<file path="config.mk">
export PLATFORM = sky130hd
export DESIGN_NAME = k580vt57_flat
export DESIGN_NICKNAME = d
export VERILOG_FILES = /design/src/rtl/k580vt57_pkg.sv /design/src/rtl/k580vt57_if.sv /design/src/rtl/k580vt57_prio.sv /design/src/rtl/k580vt57.sv /design/src/flat_wrapper.sv
export SDC_FILE = /design/constraint.sdc
export NUM_CORES = 1
export LEC_CHECK = 0
export CAP_MARGIN = 15
export CORE_MARGIN = 5
export CORE_UTILIZATION = 45
export DETAILED_ROUTE_END_ITERATION = 12
export PLACE_DENSITY = 0.75
export SETUP_SLACK_MARGIN = 0.05
export SLEW_MARGIN = 20
export SYNTH_ARGS = -nofsm -noshare
export SYNTH_HDL_FRONTEND = slang
export SYNTH_HIERARCHICAL = 1
export SYNTH_SLANG_ARGS = --single-unit
</file>
<file path="constraint.sdc">
create_clock -name clk -period 3.62 [get_ports clk]
set_input_delay 0.543 -clock clk [delete_from_list [all_inputs] [get_ports clk]]
set_output_delay 0.543 -clock clk [all_outputs]
set_load 0.02 [all_outputs]
</file>
<file path="src/rtl/k580vt57_pkg.sv">
// Purpose : shared encodings for the k580vt57 DMA controller (FSM states, transfer types, register map, mode/status bits).
// Latency : n/a (declarations only).
// Backpressure : n/a.
package k580vt57_pkg;

   // Transfer sequencer states; a state only advances on a ce_dma cycle.
   typedef enum logic [2:0] {
      ST_IDLE = 3'd0,
      ST_S0   = 3'd1,
      ST_S1   = 3'd2,
      ST_S2   = 3'd3,
      ST_S3   = 3'd4
   } state_t;

   // Transfer type held in count[15:14]; 2'b11 falls through to verify.
   localparam logic [1:0] TYP_VERIFY = 2'b00;
   localparam logic [1:0] TYP_WRITE  = 2'b01;  // io_rd + mem_wr
   localparam logic [1:0] TYP_READ   = 2'b10;  // mem_rd + io_wr

   // CPU register map: iaddr[3]=0 selects channel registers, 8 is mode/status.
   localparam logic [3:0] REG_MODE = 4'd8;

   // Mode register bit positions (bit 5 is ignored).
   localparam int MODE_ROT  = 4;
   localparam int MODE_STOP = 6;
   localparam int MODE_AUTO = 7;

   // Status register: [3:0] TC flags, [4] update flag.
   localparam int STAT_UPD = 4;

   // Replace the low or high byte of a 16-bit channel register.
   function automatic logic [15:0] put_byte(input logic [15:0] v, input logic hi, input logic [7:0] b);
      return hi ? {b, v[7:0]} : {v[15:8], b};
   endfunction

endpackage

</file>
<file path="src/rtl/k580vt57_if.sv">
// Purpose : CPU-bus and DMA-bus signal bundle of the k580vt57.
// Latency : n/a (wiring only).
// Backpressure : n/a; drq/hlda are the request/acknowledge pair, dack/hrq the answers.
// Ports : iaddr/idata/odata/iwe_n/ird_n = CPU register port; drq/dack/hrq/hlda = DMA handshakes;
//         oaddr/mem_rd/mem_wr/io_rd/io_wr/tc/mark = transfer bus.
interface k580vt57_if #(parameter int CH = 4);
   logic [3:0]    iaddr;
   logic [7:0]    idata;
   logic [7:0]    odata;
   logic          iwe_n;
   logic          ird_n;
   logic [CH-1:0] drq;
   logic [CH-1:0] dack;
   logic          hrq;
   logic          hlda;
   logic [15:0]   oaddr;
   logic          mem_rd;
   logic          mem_wr;
   logic          io_rd;
   logic          io_wr;
   logic          tc;
   logic          mark;

   // master = CPU/peripheral side, slave = the controller itself.
   modport master (
      output iaddr, idata, iwe_n, ird_n, drq, hlda,
      input  odata, dack, hrq, oaddr, mem_rd, mem_wr, io_rd, io_wr, tc, mark
   );
   modport slave (
      input  iaddr, idata, iwe_n, ird_n, drq, hlda,
      output odata, dack, hrq, oaddr, mem_rd, mem_wr, io_rd, io_wr, tc, mark
   );
endinterface

</file>
<file path="src/rtl/k580vt57_prio.sv">
// Purpose : channel priority encoder with fixed or rotating priority.
// Latency : grant combinational from req; rotate pointer updates one clk after adv.
// Backpressure : none; caller pulses adv when it accepts the grant.
// Ports : req = eligible mask, rotate = rotating mode, adv = grant taken, grant = one-hot winner.
module k580vt57_prio #(
   parameter int CH = 4
) (
   input  logic          clk,
   input  logic          reset,
   input  logic          rotate,
   input  logic          adv,
   input  logic [CH-1:0] req,
   output logic [CH-1:0] grant
);
   localparam int W = $clog2(CH);

   logic [W-1:0] ptr;   // channel currently holding top priority
   logic [W-1:0] base;
   logic [W-1:0] idx;
   logic [W-1:0] gidx;

   // Scan from lowest to highest priority so the last hit wins.
   // The W-bit add wraps modulo CH because CH is a power of two.
   always_comb begin
      base  = rotate ? ptr : '0;
      grant = '0;
      gidx  = '0;
      idx   = '0;
      for (int i = CH - 1; i >= 0; i--) begin
         idx = base + W'(i);
         if (req[idx]) begin
            grant      = '0;
            grant[idx] = 1'b1;
            gidx       = idx;
         end
      end
   end

   // The channel just serviced becomes lowest: next one up becomes highest.
   always_ff @(posedge clk) begin
      if (reset)
         ptr <= '0;
      else if (adv)
         ptr <= gidx + 1'b1;
   end

endmodule

</file>
<file path="src/rtl/k580vt57.sv">
// Purpose : four-channel DMA controller (k580vt57): CPU register file, arbitration, HRQ/HLDA, one byte per transfer.
// Latency : hrq one ce_dma step after drq sampled; transfer S0->S1->S2->S3 = 4 steps after hlda, +3 per burst byte.
// Backpressure : waits in S0 for hlda; burst continues only while drq, enable and hlda all stay high.
// Ports : clk, reset (sync, active-high), ce_dma (state advance enable), bus (k580vt57_if.slave).
module k580vt57
   import k580vt57_pkg::*;
#(
   parameter int CH = 4
) (
   input logic         clk,
   input logic         reset,
   input logic         ce_dma,
   k580vt57_if.slave   bus
);
   localparam int CW = $clog2(CH);

   state_t        state, state_nx;
   logic [15:0]   ch_addr [CH];
   logic [15:0]   ch_cnt  [CH];
   logic [CH-1:0] en;
   logic          rot, stop, autold;
   logic [CH-1:0] tc_flag;
   logic          upd_flag;
   logic          ff;           // byte flip-flop: 0 = low byte next
   logic          iwe_q, ird_q;
   logic          hlda_lost;    // hlda dropped mid-transfer: finish, then release bus
   logic [CW-1:0] cur;
   logic [CH-1:0] req_q;
   logic [CH-1:0] grant;
   logic [CW-1:0] gidx;

   logic          we_rise, rd_rise, acc_ch;
   logic [CW-1:0] rch;
   logic [15:0]   sel_val;
   logic [1:0]    typ;
   logic          tc_now, reload, en_after, burst;

   assign we_rise  = bus.iwe_n & ~iwe_q;
   assign rd_rise  = bus.ird_n & ~ird_q;
   assign acc_ch   = ~bus.iaddr[3];
   assign rch      = bus.iaddr[2:1];
   assign typ      = ch_cnt[cur][15:14];
   assign tc_now   = (ch_cnt[cur][13:0] == 14'd0);
   assign reload   = tc_now & autold & (cur == 2'd2);
   // Autoload keeps channel 2 running, so stop-on-TC does not apply to it then.
   assign en_after = en[cur] & ~(tc_now & stop & ~reload);
   assign burst    = bus.drq[cur] & en_after & bus.hlda & ~hlda_lost;

   k580vt57_prio #(.CH(CH)) u_prio (
      .clk    (clk),
      .reset  (reset),
      .rotate (rot),
      .adv    (ce_dma && state == ST_S0 && bus.hlda),
      .req    (req_q),
      .grant  (grant)
   );

   always_comb begin
      gidx = '0;
      for (int i = 0; i < CH; i++)
         if (grant[i]) gidx = CW'(i);
   end

   // ---- FSM: state register ----
   always_ff @(posedge clk) begin
      if (reset) state <= ST_IDLE;
      else       state <= state_nx;
   end

   // ---- FSM: next state ----
   always_comb begin
      state_nx = state;
      if (ce_dma) begin
         case (state)
            ST_IDLE: if (|(bus.drq & en)) state_nx = ST_S0;
            ST_S0:   if (bus.hlda)        state_nx = ST_S1;
            ST_S1:   state_nx = ST_S2;
            ST_S2:   state_nx = ST_S3;
            ST_S3:   state_nx = burst ? ST_S1 : ST_IDLE;
            default: state_nx = ST_IDLE;
         endcase
      end
   end

   // ---- FSM: outputs ----
   always_comb begin
      bus.hrq    = (state != ST_IDLE);
      bus.dack   = '0;
      bus.oaddr  = '0;
      bus.tc     = 1'b0;
      bus.mark   = 1'b0;
      bus.mem_rd = 1'b0;
      bus.mem_wr = 1'b0;
      bus.io_rd  = 1'b0;
      bus.io_wr  = 1'b0;
      if (state == ST_S1 || state == ST_S2 || state == ST_S3) begin
         bus.dack[cur] = 1'b1;
         bus.oaddr     = ch_addr[cur];
         bus.tc        = tc_now;
         bus.mark      = (ch_cnt[cur][6:0] == 7'd0);
         if (state == ST_S2) begin
            case (typ)
               TYP_WRITE: begin bus.io_rd  = 1'b1; bus.mem_wr = 1'b1; end
               TYP_READ:  begin bus.mem_rd = 1'b1; bus.io_wr  = 1'b1; end
               default:   ;
            endcase
         end
      end
   end

   // CPU read data, combinational from iaddr.
   always_comb begin
      sel_val   = bus.iaddr[0] ? ch_cnt[rch] : ch_addr[rch];
      bus.odata = 8'h00;
      if (acc_ch)
         bus.odata = ff ? sel_val[15:8] : sel_val[7:0];
      else if (bus.iaddr == REG_MODE)
         bus.odata = {3'b000, upd_flag, tc_flag};
   end

   // Register file. CPU accesses come last so they override the S3 update.
   always_ff @(posedge clk) begin
      if (reset) begin
         for (int i = 0; i < CH; i++) begin
            ch_addr[i] <= '0;
            ch_cnt[i]  <= '0;
         end
         en        <= '0;
         rot       <= 1'b0;
         stop      <= 1'b0;
         autold    <= 1'b0;
         tc_flag   <= '0;
         upd_flag  <= 1'b0;
         ff        <= 1'b0;
         iwe_q     <= 1'b1;   // idle level of the strobe, so no edge right after reset
         ird_q     <= 1'b1;
         cur       <= '0;
         req_q     <= '0;
         hlda_lost <= 1'b0;
      end else begin
         iwe_q <= bus.iwe_n;
         ird_q <= bus.ird_n;

         if (state == ST_IDLE)
            hlda_lost <= 1'b0;
         else if ((state == ST_S1 || state == ST_S2) && !bus.hlda)
            hlda_lost <= 1'b1;

         if (ce_dma) begin
            case (state)
               ST_IDLE: req_q <= bus.drq & en;   // drq may drop in S0; request still served
               ST_S0:   if (bus.hlda) cur <= gidx;
               ST_S3: begin
                  ch_addr[cur] <= ch_addr[cur] + 16'd1;
                  ch_cnt[cur]  <= {ch_cnt[cur][15:14], ch_cnt[cur][13:0] - 14'd1};
                  if (tc_now) tc_flag[cur] <= 1'b1;
                  if (tc_now && stop && !reload) en[cur] <= 1'b0;
                  if (reload) begin
                     ch_addr[2'd2] <= ch_addr[2'd3];
                     ch_cnt[2'd2]  <= ch_cnt[2'd3];
                     upd_flag      <= 1'b1;
                  end else begin
                     upd_flag <= 1'b0;
                  end
               end
               default: ;
            endcase
         end

         if (we_rise) begin
            if (acc_ch) begin
               if (bus.iaddr[0]) begin
                  ch_cnt[rch] <= put_byte(ch_cnt[rch], ff, bus.idata);
                  if (autold && rch == 2'd2)
                     ch_cnt[2'd3] <= put_byte(ch_cnt[2'd3], ff, bus.idata);
               end else begin
                  ch_addr[rch] <= put_byte(ch_addr[rch], ff, bus.idata);
                  if (autold && rch == 2'd2)
                     ch_addr[2'd3] <= put_byte(ch_addr[2'd3], ff, bus.idata);
               end
               ff <= ~ff;
            end else if (bus.iaddr == REG_MODE) begin
               en     <= bus.idata[CH-1:0];
               rot    <= bus.idata[MODE_ROT];
               stop   <= bus.idata[MODE_STOP];
               autold <= bus.idata[MODE_AUTO];
               ff     <= 1'b0;
            end
         end else if (rd_rise) begin
            if (acc_ch)
               ff <= ~ff;
            else if (bus.iaddr == REG_MODE)
               tc_flag <= '0;
         end
      end
   end

endmodule

</file>
<file path="src/flat_wrapper.sv">
// flat-port wrapper written by rule: the top's interface ports become plain ports
module k580vt57_flat import k580vt57_pkg::*;
#(
   parameter int CH = 4
)
  (clk, reset, ce_dma, bus_iaddr, bus_idata, bus_iwe_n, bus_ird_n, bus_drq, bus_hlda, bus_odata, bus_dack, bus_hrq, bus_oaddr, bus_mem_rd, bus_mem_wr, bus_io_rd, bus_io_wr, bus_tc, bus_mark);
  k580vt57_if #(.CH(CH)) bus_i ();
  input logic clk;
  input logic reset;
  input logic ce_dma;
  input wire logic [$bits(bus_i.iaddr)-1:0] bus_iaddr;
  input wire logic [$bits(bus_i.idata)-1:0] bus_idata;
  input wire logic [$bits(bus_i.iwe_n)-1:0] bus_iwe_n;
  input wire logic [$bits(bus_i.ird_n)-1:0] bus_ird_n;
  input wire logic [$bits(bus_i.drq)-1:0] bus_drq;
  input wire logic [$bits(bus_i.hlda)-1:0] bus_hlda;
  output wire logic [$bits(bus_i.odata)-1:0] bus_odata;
  output wire logic [$bits(bus_i.dack)-1:0] bus_dack;
  output wire logic [$bits(bus_i.hrq)-1:0] bus_hrq;
  output wire logic [$bits(bus_i.oaddr)-1:0] bus_oaddr;
  output wire logic [$bits(bus_i.mem_rd)-1:0] bus_mem_rd;
  output wire logic [$bits(bus_i.mem_wr)-1:0] bus_mem_wr;
  output wire logic [$bits(bus_i.io_rd)-1:0] bus_io_rd;
  output wire logic [$bits(bus_i.io_wr)-1:0] bus_io_wr;
  output wire logic [$bits(bus_i.tc)-1:0] bus_tc;
  output wire logic [$bits(bus_i.mark)-1:0] bus_mark;
  assign bus_i.iaddr = bus_iaddr;
  assign bus_i.idata = bus_idata;
  assign bus_i.iwe_n = bus_iwe_n;
  assign bus_i.ird_n = bus_ird_n;
  assign bus_i.drq = bus_drq;
  assign bus_i.hlda = bus_hlda;
  assign bus_odata = bus_i.odata;
  assign bus_dack = bus_i.dack;
  assign bus_hrq = bus_i.hrq;
  assign bus_oaddr = bus_i.oaddr;
  assign bus_mem_rd = bus_i.mem_rd;
  assign bus_mem_wr = bus_i.mem_wr;
  assign bus_io_rd = bus_i.io_rd;
  assign bus_io_wr = bus_i.io_wr;
  assign bus_tc = bus_i.tc;
  assign bus_mark = bus_i.mark;
  k580vt57 #(.CH(CH)) u_core (.clk(clk), .reset(reset), .ce_dma(ce_dma), .bus(bus_i));
endmodule
</file>
After elaboration in Yosys (flattened, before gate mapping)
Memories as Yosys holds them, arrays and structs flattened. A register that Yosys moved wholly into a read port is not among the register bits. Cells that the tools add are included.

Equality and inequality tests: 19. $lt $le $gt $ge: 10. $add $sub $neg: 6. Mux-type cells: 126. Reduce and logical (&&, ||, !) cells: 32. Bitwise logic cells: 42.

Operators with widths (count): 2-to-1 mux 16 bit (14); 2-to-1 mux 4 bit (18); OR reduction 16 bit (4); 2-to-1 mux 1 bit (61); 2-to-1 mux 2 bit (16); bitwise AND 1 bit (22); adder 16 x 1 -> 16 bit, second input constant (1); 2-to-1 mux 8 bit (2); < comparator 2 x 3 -> 1 bit, second input constant (5); one-hot mux 3 bit (5 select lines) (1); == test 2 bit, second input constant (7); zero test 14 bit (1); subtractor 14 x 1 -> 14 bit, second input constant (1); binary-select mux 1 bit (select 2 bit) (6); NOT 1 bit (12); AND reduction 3 bit (4); logical AND 1 bit (11); demux 1 bit (select 2 bit) (5); >= comparator 2 x 1 -> 1 bit, second input constant (5); bitwise AND 4 bit (2); zero test 7 bit (1); == test 3 x 2 -> 1 bit, second input constant (2); 2-to-1 mux 3 bit (2); inequality test 2 x 1 -> 1 bit, second input constant (3); other kinds (20) (29).

Register bits: 27. Input bits: 22. Logic and storage cells: 251. Memories kept: 2. Output and inout bits: 35. RAM bits: 128.

Memory list: u_core.ch_addr (depth 4, width 16, rd ports 3, clocked after memory_dff 1, wr ports 4, line k580vt57.sv:18) `logic [15:0] ch_addr [CH];`; u_core.ch_cnt (depth 4, width 16, rd ports 3, clocked after memory_dff 1, wr ports 4, line k580vt57.sv:19) `logic [15:0] ch_cnt [CH];`.

Logic depth before layout (Yosys ltp)
Gate-level depths: netlist of run 1.

Depth after elaboration: 15. Gate-level depth with buffers: 14. Mapped depth without buffers: 11.

Cells and area by module
The synthesis of run 1 kept the hierarchy.

Modules (own cells, without submodules): k580vt57 (area each 10099.7 µm², instances 1, cells each 942, seq. area each 4384.2 µm²); k580vt57_prio (area each 616.8 µm², instances 1, cells each 78, seq. area each 40.0 µm²).

Worst setup path after synthesis of run 1
OpenSTA, ideal clock, no wires.

Path type: register to output. Start point: register with a tool-made name. End point: output bus_tc. Cell stages (with the launch flop): 10. Setup slack: -0.031 ns. Buffers on the path: 3. Arrival: 3.108 ns. Cell sequence: dfxtp_1 > buf_2 > buf_6 > buf_2 > mux4_2 > inv_1 > ha_1 > or3b_1 > or2_2 > nor4_1.

RTL lines: end, declared (line flat_wrapper.sv:25) `output wire logic [$bits(bus_i.tc)-1:0] bus_tc;`.

==> flow_summary.yaml, run 1 <==
route:
  drt_iter0_drc: 1423
  final_antenna_net_count: 0
  via_count: 9623
  via_per_inst: 6.83
  drc: 0
  wirelength_um: 35800
  firstDrtPassIters: 7
  drt-wirelength-per-cell_um: 25.4
clocking:
  cts_tree: "yes"
  hold_buffers: 0
  clk_path_buf_depth: 2
  clk_pin_slew_ps: 60
  root_buffer: "clkbuf_16"
  clk_latency_ps: 440
  htree_levels: 4
  clock_sinks: 157
  cts_buffers: 17
die:
  dieArea_mm2: 0.0269
  initial_core_util_pct: 45.7
  rows: 56
  coreArea_mm2: 0.0234
  fp.dieW_um: 164
  die_height_um: 164
  pin_count: 57
layout:
  fin_cells: 1409
  regArea_mm2: 0.00443
  nets: 1104
  num-fill-cells: 2031
  drive_above_1_share_pct: 18.3
  multi_input_area_mm2: 0.00586
  n_antenna_cell: 0
  synthToLayoutAreaGrowth_pct: 16.3
synth:
  postSynthCellCount: 1017
  avgSynthCellArea_um2: 10.5
  syn_nets: 1044
  synth_area_mm2: 0.0107
  yosysWarningCount: 6
critical_path:
  crit_fanout: 16
  cp.required_ps: 3080
  worstSetupPathType: "register to output pin"
  arrival_ps: 2880
  crit_path_end_kind: "output pin"
  cp-start-kind: "register"
power:
  ir_drop_mv: 0.295
  leakage_nw: 4.19
  p_per_area_mw_per_mm2: 351
global_routing:
  antenna_found_initial: 0
  grtUsageTotal_pct: 26.7
  gr-total-overflow: 0
  grt_pass1_wl_um: 54200
  first_global_vias: 9332
  grt_max_degree: 35
min_path:
  hold_start: "u_core/stop"
  hold_class: "register to register"
place:
  dp.cells: 1377
  dp_hpwl_um: 25000
  routabilityCongestion: 0.959
  port_buffers: 56
timing:
  maxSlewViolCount: 0
  setup-violations-final: 0
  clock_skew_ps: 9.36
  fin_setup_tns_ps: 0
  worst_pin_slew_ps: 1150
  rsz0062_at_grt: "no"
  max_slew_margin_pct: 23.5
  max_freq_mhz: 292
  min_period_over_period_pct: 94.6
  finalHoldViolations: 0
  fin_crit_ps: 3420
status:
  status: "complete, no violations"
flow_run:
  max-cap-violations: 0
## area by class of cell
type                       count  area share [%]
timing repair buffer         118            8.66
clock buffer                  21            3.54
inverter                      20           0.664
sequential                   157            35.6
multi-input combinational    763            47.2
clock inverter                11            1.15
tap                          319            3.21
## state kept, by name (all words and copies together), names as in the netlist, 2 cells and up, named ones only
signal / flops
u_core/ch_addr: 64
u_core/ch_cnt: 64
u_core/cur: 2
u_core/en: 4
u_core/req_q: 4
u_core/state: 3
u_core/tc_flag: 4
u_core/u_prio/ptr: 2
## per-stage QoR
step                      utilization (%)  hold WS [ps]  total power, mW  area [um2]  setup WS (ps)
final                                53.1           466             4.36       12400            196
after CTS                            53.1           463             4.35       12400           74.6
after global routing                 53.1           497             4.48       12400           81.8
after detailed placement             50.6           453             2.56       11800            186
after global placement               50.6           447             2.55       11800            181
after floorplan                         -           437             2.36       10700            180
## placed cells by master, fill, tap and decap left out, types with 25 or more instances in the layout
master and instances:
edfxtp_1 128, nand2_1 112, a21oi_1 76, mux4_2 72, buf_4 56, clkdlybuf4s50_1 52
o22ai_1 47, nor2_1 46, o21ai_0 43, nor2b_1 35, nand3_1 32, dfxtp_1 27
nand2b_1 25
## path summary, 6_finish.rpt
path | to | slack [ps] | cells past startpoint
worst min-delay path | u_core/stop | 470 | 2
worst max-delay path | bus_tc | 200 | 6
worst max register to register | u_core/ch_addr[2][2] | 280 | 8
worst min register to register | u_core/stop | 470 | 2
## worst max-delay path: stages (launching register included)
cell,delay [ps]
dfxtp_2,390
buf_12,210
mux4_2,610
or3b_4,460
or2_2,330
nor4_2,250
buf_2,200
## per-layer routing
| metal | part of all wire, % | up-vias | wire length (um) | GRT usage, % |
|---|---|---|---|---|
| met5 | 0 | - | 0 | 0 |
| met4 | 4.6 | 0 | 1630 | 11.9 |
| met3 | 14 | 135 | 4990 | 6.55 |
| met2 | 46 | 783 | 16300 | 41.8 |
| met1 | 36 | 4612 | 12800 | 35.4 |
| li1 | - | 4093 | - | - |
## what timing repair did
action / in CTS / in global routing
setup endpoints to repair: 4 / 1
gates resized for setup: 8 / 1
buffers inserted: 0 / 0
## power breakdown
part           switching, mW  total [mW]  internal [mW]
Clock                  0.733        1.81           1.08
Sequential            0.0387        2.04           2.00
Combinational          0.309       0.508          0.199
Power figures use the tool's default switching activity.
==> run 2: changes to the inputs <==
--- a/config.mk
+++ b/config.mk
@@ -9,8 +9,9 @@
 export CORE_MARGIN = 5
 export CORE_UTILIZATION = 45
 export DETAILED_ROUTE_END_ITERATION = 12
-export PLACE_DENSITY = 0.75
+export PLACE_DENSITY = 0.73
 export SETUP_SLACK_MARGIN = 0.05
+export SKIP_CTS_REPAIR_TIMING = 1
 export SLEW_MARGIN = 20
 export SYNTH_ARGS = -nofsm -noshare
 export SYNTH_HDL_FRONTEND = slang
==> constraint.sdc (replaced) <==
create_clock -name clk -period 3.8 [get_ports clk]
set_input_delay 0.76 -clock clk [delete_from_list [all_inputs] [get_ports clk]]
set_output_delay 0.76 -clock clk [all_outputs]
set_load 0.02 [all_outputs]
==> run 2 against run 1 <==
Register-to-register slack improved by 160 ps. Critical path depth did not move. Largest power group unchanged. Via count rose by 0.53%. Routed wire length rose by 2.8%. Global-route usage rose by 0.88 points. Sequential cell count did not move. Highest routed layer unchanged. Clock skew rose by 4.9 ps. Count of clock-buffer cells in the layout rose by 1. Final area rose by 0.22%. Combinational power fell by 5.7%. Sequential share of layout area fell by 0.079 points. Die area did not move.
==> flow_summary.yaml, run 2 (same netlist as run 1, synthesis figures left out) <==
status:
  status: "complete, no violations"
power:
  ir_drop_mv: 0.258
  p_per_area_mw_per_mm2: 331
  leakage_nw: 4.30
  total_power_mw: 4.12
route:
  via_per_inst: 6.87
  final_antenna_net_count: 0
  drt-wirelength-per-cell_um: 26.1
  via_count: 9674
  firstDrtPassIters: 6
  drc: 0
  drt_iter0_drc: 1710
  wirelength_um: 36800
timing:
  clock_skew_ps: 14.2
  setup-violations-final: 0
  final.setup.worst_slack_ps: 92.1
  maxSlewViolCount: 0
  min_period_over_period_pct: 97.6
  fin_crit_ps: 3710
  worst_pin_slew_ps: 1130
  max_slew_margin_pct: 24.6
  finalHoldViolations: 0
  fin_setup_tns_ps: 0
  max_freq_mhz: 270
  rsz0062_at_grt: "no"
layout:
  num-fill-cells: 2061
  final_area_mm2: 0.0125
  regArea_mm2: 0.00443
  n_antenna_cell: 0
  final_common_cell: "edfxtp_1"
  final_util_pct: 53.2
  top_regs: "u_core/ch_addr (64), u_core/ch_cnt (64)"
  layout_common_cells: "edfxtp_1, nand2_1, a21oi_1, mux4_2, buf_4"
  drive_above_1_share_pct: 18.6
  multi_input_area_mm2: 0.00586
  synthToLayoutAreaGrowth_pct: 16.5
  nets: 1104
die:
  rows: 56
  pin_count: 57
  die_height_um: 164
  coreArea_mm2: 0.0234
  dieArea_mm2: 0.0269
  fp.dieW_um: 164
  initial_core_util_pct: 45.7
critical_path:
  arrival_ps: 2950
  crit_cells: 6
  crit_fanout: 10
  path_common_cell: "mux4_2"
  path_cells: "buf_2 -> buf_12 -> mux4_2 -> mux4_2 -> nor2b_1 -> clkdlybuf4s50_1"
  cp.buffers_inverters: 3
  cp-start-kind: "input pin"
  rr_worst_depth: 8
  crit_path_end_kind: "output pin"
  cp.required_ps: 3040
  cp_slowest_stage_delay_ps: 580
  worstSetupPathType: "input pin to output pin"
  slowest_stage: "mux4_2"
  crit_family: "multiplexers"
global_routing:
  grtUsageTotal_pct: 27.6
  antenna_found_initial: 0
  first_global_vias: 9419
  grt_max_degree: 44
  gr-total-overflow: 0
  grt_pass1_wl_um: 56100
clocking:
  clock_sinks: 157
  htree_levels: 4
  cts_tree: "yes"
  root_buffer: "clkbuf_16"
  clk_pin_slew_ps: 60
  cts_buffers: 17
  clk_latency_ps: 430
  clk_path_buf_depth: 2
flow_run:
  max-cap-violations: 0
place:
  port_buffers: 56
  dp_hpwl_um: 26200
  routabilityCongestion: 0.966
  dp_slack_ps: 45.8
  postPlaceCellArea_mm2: 0.0119
min_path:
  hold_class: "register to register"
  hold_depth: 2
-- run 2: changes by cell type in the layout (fill, tap and decap cells not counted), moves of 3 or more --
cell / previous run / this run
clkinvlp_4: 3 / 0
clkinv_4: 2 / 5
clkdlybuf4s50_1: 52 / 47
dlymetal6s2s_1: 0 / 6
clkbuf_1: 4 / 1
-- run 2: area by class of cell --
type | instances | area share [%]
multi-input combinational | 763 | 47.0
sequential | 157 | 35.5
timing repair buffer | 118 | 8.96
clock buffer | 22 | 3.75
tap | 319 | 3.20
clock inverter | 10 | 0.854
inverter | 20 | 0.663
-- run 2: power breakdown --
| group | leakage (nW) | internal [mW] | switching [mW] |
|---|---|---|---|
| registers | 1.57 | 1.90 | 0.0430 |
| clock network | 0.288 | 0.956 | 0.741 |
| logic | 2.44 | 0.188 | 0.291 |
| total | 4.30 | 3.05 | 1.08 |
-- run 2: metal layers --
metal / up-vias / routed length (um) / global-route usage (%)
met5: - / 0 / 0
met4: 0 / 1580 / 11.9
met3: 123 / 5270 / 7.83
met2: 823 / 16400 / 42.6
met1: 4636 / 13500 / 36.6
li1: 4092 / - / -
-- run 2: worst paths after layout --
check	slack, ps	end	start
worst min-delay path	460	u_core/stop	u_core/stop
worst max-delay path	90	bus_odata[6]	bus_iaddr[1]
worst max register to register	440	u_core/ch_addr[2][14]	register
worst min register to register	460	u_core/stop	u_core/stop
-- run 2: per-stage QoR --
stage	cells	hold slack [ps]
after detailed placement	1377	449
after CTS	1409	458
after floorplan	1017	437
final	1409	458
after global routing	1409	491
after global placement	1377	448
-- run 2: worst reg2reg max path, delay by kind of cell, from the launching register on --
| kind | cells | cell delay, ps |
|---|---|---|
| muxes | 1 | 630 |
| DFF | 1 | 390 |
| AOI/OAI and AO/OA | 2 | 330 |
| buffers and inverters | 2 | 480 |
| and+or+nand+nor | 3 | 1380 |
